`config.mk`:
```
export PLATFORM = sky130hd
export DESIGN_NAME = decrypt_payload_tagger_flat
export DESIGN_NICKNAME = d
export VERILOG_FILES = /design/src/rtl/decrypt_payload_tagger_if.sv /design/src/rtl/decrypt_payload_tagger.sv /design/src/flat_wrapper.sv
export SDC_FILE = /design/constraint.sdc
export NUM_CORES = 1
export LEC_CHECK = 0
export CORE_MARGIN = 2
export CORE_UTILIZATION = 47
export CTS_BUF_LIST = sky130_fd_sc_hd__clkbuf_16
export CTS_CLUSTER_DIAMETER = 120
export DETAILED_ROUTE_END_ITERATION = 12
export PLACE_DENSITY = 0.77
export REMOVE_ABC_BUFFERS = 1
export SLEW_MARGIN = 10
export SYNTH_ARGS = -nofsm -noshare
export SYNTH_HDL_FRONTEND = slang
export SYNTH_SLANG_ARGS = --single-unit
```
`constraint.sdc`:
```
create_clock -name clk -period 6.93 [get_ports clk]
set_clock_uncertainty 0.05 [all_clocks]
set_input_delay 1.0395 -clock clk [delete_from_list [all_inputs] [get_ports clk]]
set_output_delay 1.0395 -clock clk [all_outputs]
set_load 0.02 [all_outputs]
```
`src/rtl/decrypt_payload_tagger_if.sv`:
```
// Upstream/downstream packet-stream handshake bundle for decrypt_payload_tagger.
// The tagger itself takes the slave view; the stream source/sink takes the master view.
interface decrypt_payload_tagger_if;
  logic [63:0] in_data;
  logic [7:0]  in_ctrl;
  logic        in_wr;
  logic        in_rdy;
  logic [63:0] out_data;
  logic [7:0]  out_ctrl;
  logic        out_wr;
  logic        out_rdy;
  logic        out_inside_payload;

  modport master (
    output in_data, in_ctrl, in_wr, out_rdy,
    input  in_rdy, out_data, out_ctrl, out_wr, out_inside_payload
  );

  modport slave (
    input  in_data, in_ctrl, in_wr, out_rdy,
    output in_rdy, out_data, out_ctrl, out_wr, out_inside_payload
  );
endinterface

```
`src/rtl/decrypt_payload_tagger.sv`:
```
// Tags payload words ahead of the decryption pipeline, buffers them in a 2-entry
// skid FIFO and holds the decryption key stable while packets are in flight.
//
// state  | meaning
// S_IDLE | between packets; module headers and stray words pass with tag 0
// S_DATA | inside a packet; words beyond the protocol header get tagged
module decrypt_payload_tagger #(
  parameter int HDR_WORDS    = 6,
  parameter int DRAIN_CYCLES = 6
) (
  input  logic        clk,
  input  logic        reset_n,
  decrypt_payload_tagger_if.slave bus,
  input  logic        cfg_en,
  input  logic [79:0] cfg_key,
  input  logic        cfg_key_load,
  output logic        key_busy,
  output logic [79:0] key
);

  localparam int CW = $clog2(HDR_WORDS + 1);
  localparam int DW = $clog2(DRAIN_CYCLES + 1);

  typedef enum logic {S_IDLE, S_DATA} state_t;

  state_t          state_q, state_d;
  logic [CW-1:0]   word_cnt_q, word_cnt_d;
  logic            pkt_en_q, pkt_en_d;
  logic            tag_in;
  logic            acc;

  logic [72:0]     mem [2];
  logic            wr_ptr, rd_ptr;
  logic [1:0]      count;
  logic [72:0]     head;
  logic [72:0]     last_q;
  logic [72:0]     shown;
  logic            pop;

  logic [79:0]     key_pend;
  logic [DW-1:0]   drain;
  logic            commit;

  assign acc = bus.in_wr && bus.in_rdy;

  always_ff @(posedge clk) begin
    if (!reset_n) begin
      state_q    <= S_IDLE;
      word_cnt_q <= '0;
      pkt_en_q   <= 1'b0;
    end else begin
      state_q    <= state_d;
      word_cnt_q <= word_cnt_d;
      pkt_en_q   <= pkt_en_d;
    end
  end

  // Data word 0 is consumed in S_IDLE, so the count starts at 1 on entry.
  always_comb begin
    state_d    = state_q;
    word_cnt_d = word_cnt_q;
    pkt_en_d   = pkt_en_q;
    tag_in     = 1'b0;
    case (state_q)
      S_IDLE: begin
        if (acc && bus.in_ctrl == 8'h00) begin
          state_d    = S_DATA;
          word_cnt_d = CW'(1);
          pkt_en_d   = cfg_en;
        end
      end
      S_DATA: begin
        tag_in = pkt_en_q && (word_cnt_q >= CW'(HDR_WORDS));
        if (acc) begin
          if (bus.in_ctrl == 8'h00) begin
            if (word_cnt_q < CW'(HDR_WORDS))
              word_cnt_d = word_cnt_q + CW'(1);
          end else begin
            state_d    = S_IDLE;
            word_cnt_d = '0;
          end
        end
      end
      default: state_d = S_IDLE;
    endcase
  end

  assign bus.in_rdy = (count != 2'd2);
  assign bus.out_wr = (count != 2'd0) && bus.out_rdy;
  assign pop        = bus.out_wr;
  assign head       = mem[rd_ptr];
  // Outputs keep showing the last popped word once the FIFO runs empty.
  assign shown      = (count != 2'd0) ? head : last_q;
  assign bus.out_inside_payload = shown[72];
  assign bus.out_ctrl           = shown[71:64];
  assign bus.out_data           = shown[63:0];

  always_ff @(posedge clk) begin
    if (!reset_n) begin
      mem[0] <= '0;
      mem[1] <= '0;
      wr_ptr <= 1'b0;
      rd_ptr <= 1'b0;
      count  <= 2'd0;
      last_q <= '0;
    end else begin
      if (acc) begin
        mem[wr_ptr] <= {tag_in, bus.in_ctrl, bus.in_data};
        wr_ptr      <= ~wr_ptr;
      end
      if (pop) begin
        rd_ptr <= ~rd_ptr;
        last_q <= head;
      end
      case ({acc, pop})
        2'b10:   count <= count + 2'd1;
        2'b01:   count <= count - 2'd1;
        default: count <= count;
      endcase
    end
  end

  assign commit = key_busy && (state_q == S_IDLE) && (count == 2'd0) &&
                  (drain == '0) && !acc;

  // A load landing in the commit cycle keeps busy set so the newer key follows.
  always_ff @(posedge clk) begin
    if (!reset_n) begin
      key      <= '0;
      key_pend <= '0;
      key_busy <= 1'b0;
      drain    <= '0;
    end else begin
      if (pop)
        drain <= DW'(DRAIN_CYCLES);
      else if (drain != '0)
        drain <= drain - DW'(1);
      if (cfg_key_load)
        key_pend <= cfg_key;
      if (commit)
        key <= key_pend;
      if (cfg_key_load)
        key_busy <= 1'b1;
      else if (commit)
        key_busy <= 1'b0;
    end
  end

endmodule

```
`src/flat_wrapper.sv`:
```
// flat-port wrapper written by rule: the top's interface ports become plain ports
module decrypt_payload_tagger_flat 
#(
  parameter int HDR_WORDS    = 6,
  parameter int DRAIN_CYCLES = 6
)
  (clk, reset_n, cfg_en, cfg_key, cfg_key_load, key_busy, key, bus_in_data, bus_in_ctrl, bus_in_wr, bus_out_rdy, bus_in_rdy, bus_out_data, bus_out_ctrl, bus_out_wr, bus_out_inside_payload);
  decrypt_payload_tagger_if bus_i ();
  input  logic clk;
  input  logic reset_n;
  input  logic cfg_en;
  input  logic [79:0] cfg_key;
  input  logic cfg_key_load;
  output logic key_busy;
  output logic [79:0] key;
  input wire logic [$bits(bus_i.in_data)-1:0] bus_in_data;
  input wire logic [$bits(bus_i.in_ctrl)-1:0] bus_in_ctrl;
  input wire logic [$bits(bus_i.in_wr)-1:0] bus_in_wr;
  input wire logic [$bits(bus_i.out_rdy)-1:0] bus_out_rdy;
  output wire logic [$bits(bus_i.in_rdy)-1:0] bus_in_rdy;
  output wire logic [$bits(bus_i.out_data)-1:0] bus_out_data;
  output wire logic [$bits(bus_i.out_ctrl)-1:0] bus_out_ctrl;
  output wire logic [$bits(bus_i.out_wr)-1:0] bus_out_wr;
  output wire logic [$bits(bus_i.out_inside_payload)-1:0] bus_out_inside_payload;
  assign bus_i.in_data = bus_in_data;
  assign bus_i.in_ctrl = bus_in_ctrl;
  assign bus_i.in_wr = bus_in_wr;
  assign bus_i.out_rdy = bus_out_rdy;
  assign bus_in_rdy = bus_i.in_rdy;
  assign bus_out_data = bus_i.out_data;
  assign bus_out_ctrl = bus_i.out_ctrl;
  assign bus_out_wr = bus_i.out_wr;
  assign bus_out_inside_payload = bus_i.out_inside_payload;
  decrypt_payload_tagger #(.HDR_WORDS(HDR_WORDS), .DRAIN_CYCLES(DRAIN_CYCLES)) u_core (.clk(clk), .reset_n(reset_n), .bus(bus_i), .cfg_en(cfg_en), .cfg_key(cfg_key), .cfg_key_load(cfg_key_load), .key_busy(key_busy), .key(key));
endmodule
```
==> impl_results.md <==
- Largest net degree at the start of global routing: ~160
- Compound-Gate Fraction of Synth Area: a little under a tenth
- Cell family with the largest share of critical-path delay: buffers and inverters
- Logic pwr share: around two fifths
- Vias in the first global route: between 10000 and 15000
- Setup violators final: 0
- Cts repair resizes: 0
- Via count: roughly 12000
- Pleak: roughly 7.5 nW
- # DRC: 0
- Cell count after synthesis: around 1500
- Max layer used: met5
- First-pass GRT wire length: ~61 mm
- Slew headroom: between 20% and 30%
- NumNets Final: 1903
- Clock power frac: around a quarter
- Post-synthesis xor/xnor area fraction: less than 1%
- # Post-CTS Setup Buffers: 0
- Worst r2r src: u_core.count[0]
- Switching pwr: approximately 0.003 W
- Mean post-synth cell area: 10.5 sq um
- Vias/cell: ~5.2
- Remaining antenna violation count: 0
- Fin cells: about 2200
- Mux cell area share after synthesis: around a tenth
- Global placer's final weighted congestion: 0.802
- Die Ht: 186 um
- Crit Path Category: reg -> out
- Layout Utilization: between 60% and 70%
- Pwr dens: about 410 nW/um^2
- Total power: approximately 0.0084 W
- Skew-Pair Late Insertion Delay: between 0.5 and 0.6 ns
- Initial DRC count: around 860
- RSZ-0062 raised after global routing: no
- Cell total after placement: roughly 2100
- Post-DP HPWL: ~24 mm
- Crit path from: u_core.count[0]
- Final hold viol count: 0
- Synth warn: 0
- Max-Cap Viols: 0
- Levels on crit path: 5
- Critical Path AT: 3.39 ns
- Starting Density: a little under half
- Synth area leaders: dfxtp_1 32%, edfxtp_1 28%, mux2i_1 9.9%
- Final worst-path cycle share: between 60% and 70%
- Antenna violations before repair: 5
- EDFF count, synth: roughly 150
- Root Driver: clkbuf_16
- Die Width: roughly 190 um
- R2R Path End: u_core.last_q[11]
- Commonest cells in the netlist: 247 x dfxtp_1, 232 x nor2_1, 155 x mux2i_1
- Reg2Reg Setup Slack: 3.76 ns
- Worst VDD drop: roughly 0.00036 V
- Period minus WS final: about 4.5 ns
- Layout cells sized above 1: under 10%
- Final worst slack: between 2 and 2.5 ns
- Gr usage total: around 22%
- Worst r2r path cells: 6
- Yosys cell types: 39
- Met3 WL: 2.95 mm
- Adder-Cell Fraction of Synth Area: less than 1%
- Pin slew with the least headroom to its limit: ~1.1 ns
- CORE AREA: 32600 sq um
- Async set or reset register ratio after synthesis: 0%
- Met1 Wirelength: ~16 mm
- Number of synthesized register bits: between 300 and 400
- Flop pwr share: 35.0%
- DIE AREA: 34700 sq um
- Detail Route met2 WL: 18.3 mm
- Sink Count: between 300 and 400
- Ports: between 300 and 400
- Placed cell areas: 18900 sq um
- Crit-path cells: or2_4 > buf_4 > nor2_1 > a21oi_1 > clkdlybuf4s50_1
- First-pass iteration count of the detailed router: 5
- CP Max Fanout: 97
- Critical Path Sink: bus_out_ctrl[5]
- Critical path's slowest cell: buf_4
- Critical Path End Type: primary output
- Post-place setup slack: approximately 2.8 ns
- Sw Share: 35.6%
- Number of H-tree levels: 2
- Synth Area in Simple Gates: about 17%
- Status: completed
- Final Max Slew Viols: 0
- Hold WC Path Type: reg -> reg
- WP buf/inv: 2
- Area Growth Syn to Fin: 29.9%
- Synth top area share: 31.6%
- Row cnt: 66
- Post-synth top flop: dfxtp_1
- CP Data Required Time: 5.84 ns
- Most frequent cell after synthesis: dfxtp_1
- Setup crit start kind: flop
- WL/cell: 17.4 um
- Grt ovf: 0
- CTS tree: yes
- Clock transition at the registers of the reported paths: around 0.060 ns
- Final instance area: approximately 20000 sq um
- PortBufs: ~310
- Yosys top cell by area: dfxtp_1
- Total Wirelength: 38.7 mm
- Largest family of logic cells by synthesized area: simple AND/OR/NAND/NOR gates
- Sequential-to-total area share from yosys stat: ~60%
- Fmax: around 0.22 GHz
- Cell-internal power: between 0.005 and 0.006 W
- Synthesized cell area: about 16000 sq um
- Cts hold-fix bufs: 0
- Biggest cell delay along the critical path: around 0.87 ns
- CTS Buffer Depth: 3
- CTS buffer count: between 40 and 50
## state kept, by name, indices dropped and copies added, names as in the netlist, named ones only
name and cells:
u_core.count 2, u_core.drain 3, u_core.key 80, u_core.key_busy 1, u_core.key_pend 80, u_core.last_q 73, u_core.mem 146, u_core.pkt_en_q 1
u_core.rd_ptr 1, u_core.word_cnt_q 3, u_core.wr_ptr 1
## how the worst min path moves through the flow
stage,slack (ns),cells past startpoint,start,endpoint
global placement,0.39,2,u_core.key[3],u_core.key[3]
CTS,0.41,2,u_core.key[43],u_core.key[43]
global route,0.42,2,u_core.key[43],u_core.key[43]
floorplan,0.39,2,u_core.pkt_en_q,u_core.pkt_en_q
finish,0.40,2,u_core.key[70],u_core.key[70]
detailed placement,0.40,2,u_core.key[77],u_core.key[77]
## layout make-up
type / count / area (sq um)
Antenna cell: 2 / 5.00
Clock buffer: 43 / 1080
Clock inverter: 35 / 317
Fill cell: 2590 / 12300
Inverter: 5 / 26.3
Multi-Input combinational cell: 976 / 5770
Sequential cell: 393 / 9330
Tap cell: 442 / 553
Timing Repair Buffer: 323 / 3220
## routing by layer
layer	vias to the layer above	track usage [%]
met3	68	5.00
met2	394	36.2
li1	5678	-
met5	-	0
met1	5462	28.2
met4	4	6.89
## cell families (layout without fill, tap and decap cells)
| kind of cell | count (synthesis) | after routing |
|---|---|---|
| AND/OR/NAND/NOR | 569 | 569 |
| flip-flops | 393 | 393 |
| AO/OA/AOI/OAI | 243 | 243 |
| multiplexers | 155 | 155 |
| buffers and inverters | 126 | 406 |
| XOR/XNOR | 5 | 5 |
| adder cells (fa/ha/maj) | 4 | 4 |
| other | 0 | 2 |
## worst min-delay path, cell delays in order (launching register included)
cell and delay (ns):
dfxtp_1 0.31, nand2_1 0.05, o21ai_0 0.05
## placed cells by master, fill, tap and decap left out, types with 2 or more instances in the layout
| cell type | instances |
|---|---|
| clkinv_2 | 10 |
| ha_1 | 4 |
| inv_1 | 7 |
| inv_4 | 2 |
| clkinv_1 | 9 |
| nor3_1 | 2 |
| clkinv_8 | 2 |
| a211oi_1 | 73 |
| nor2_1 | 232 |
| and2_1 | 145 |
| clkdlybuf4s50_1 | 311 |
| bufinv_16 | 5 |
| xnor2_1 | 3 |
| nand2_1 | 89 |
| diode_2 | 2 |
| buf_4 | 11 |
| edfxtp_1 | 146 |
| xor2_1 | 2 |
| inv_6 | 3 |
| dfxtp_1 | 246 |
| clkbuf_16 | 43 |
| mux2i_1 | 155 |
| nand3_1 | 86 |
| a21oi_1 | 79 |
| o21ai_0 | 83 |
| or3_1 | 2 |
| a31oi_1 | 2 |
| nor4_1 | 3 |
## power by group through the flow
stage / Sequential [W] / Clock (W) / Combinational, W
after floorplan: 0.00303 / 0 / 0.00184
after global placement: 0.00297 / 0 / 0.00321
after detailed placement: 0.00299 / 0 / 0.00324
after CTS: 0.00295 / 0.00228 / 0.00327
after global routing: 0.00299 / 0.00238 / 0.00350
final: 0.00295 / 0.00224 / 0.00323
## stage by stage
| step | hold slack [ns] | setup TNS [ns] |
|---|---|---|
| after floorplan | 0.385 | -16.89 |
| after global placement | 0.393 | 0 |
| after detailed placement | 0.400 | 0 |
| after CTS | 0.409 | 0 |
| after global routing | 0.424 | 0 |
| final | 0.404 | 0 |
Note: power is estimated with default switching activity, not from simulation.
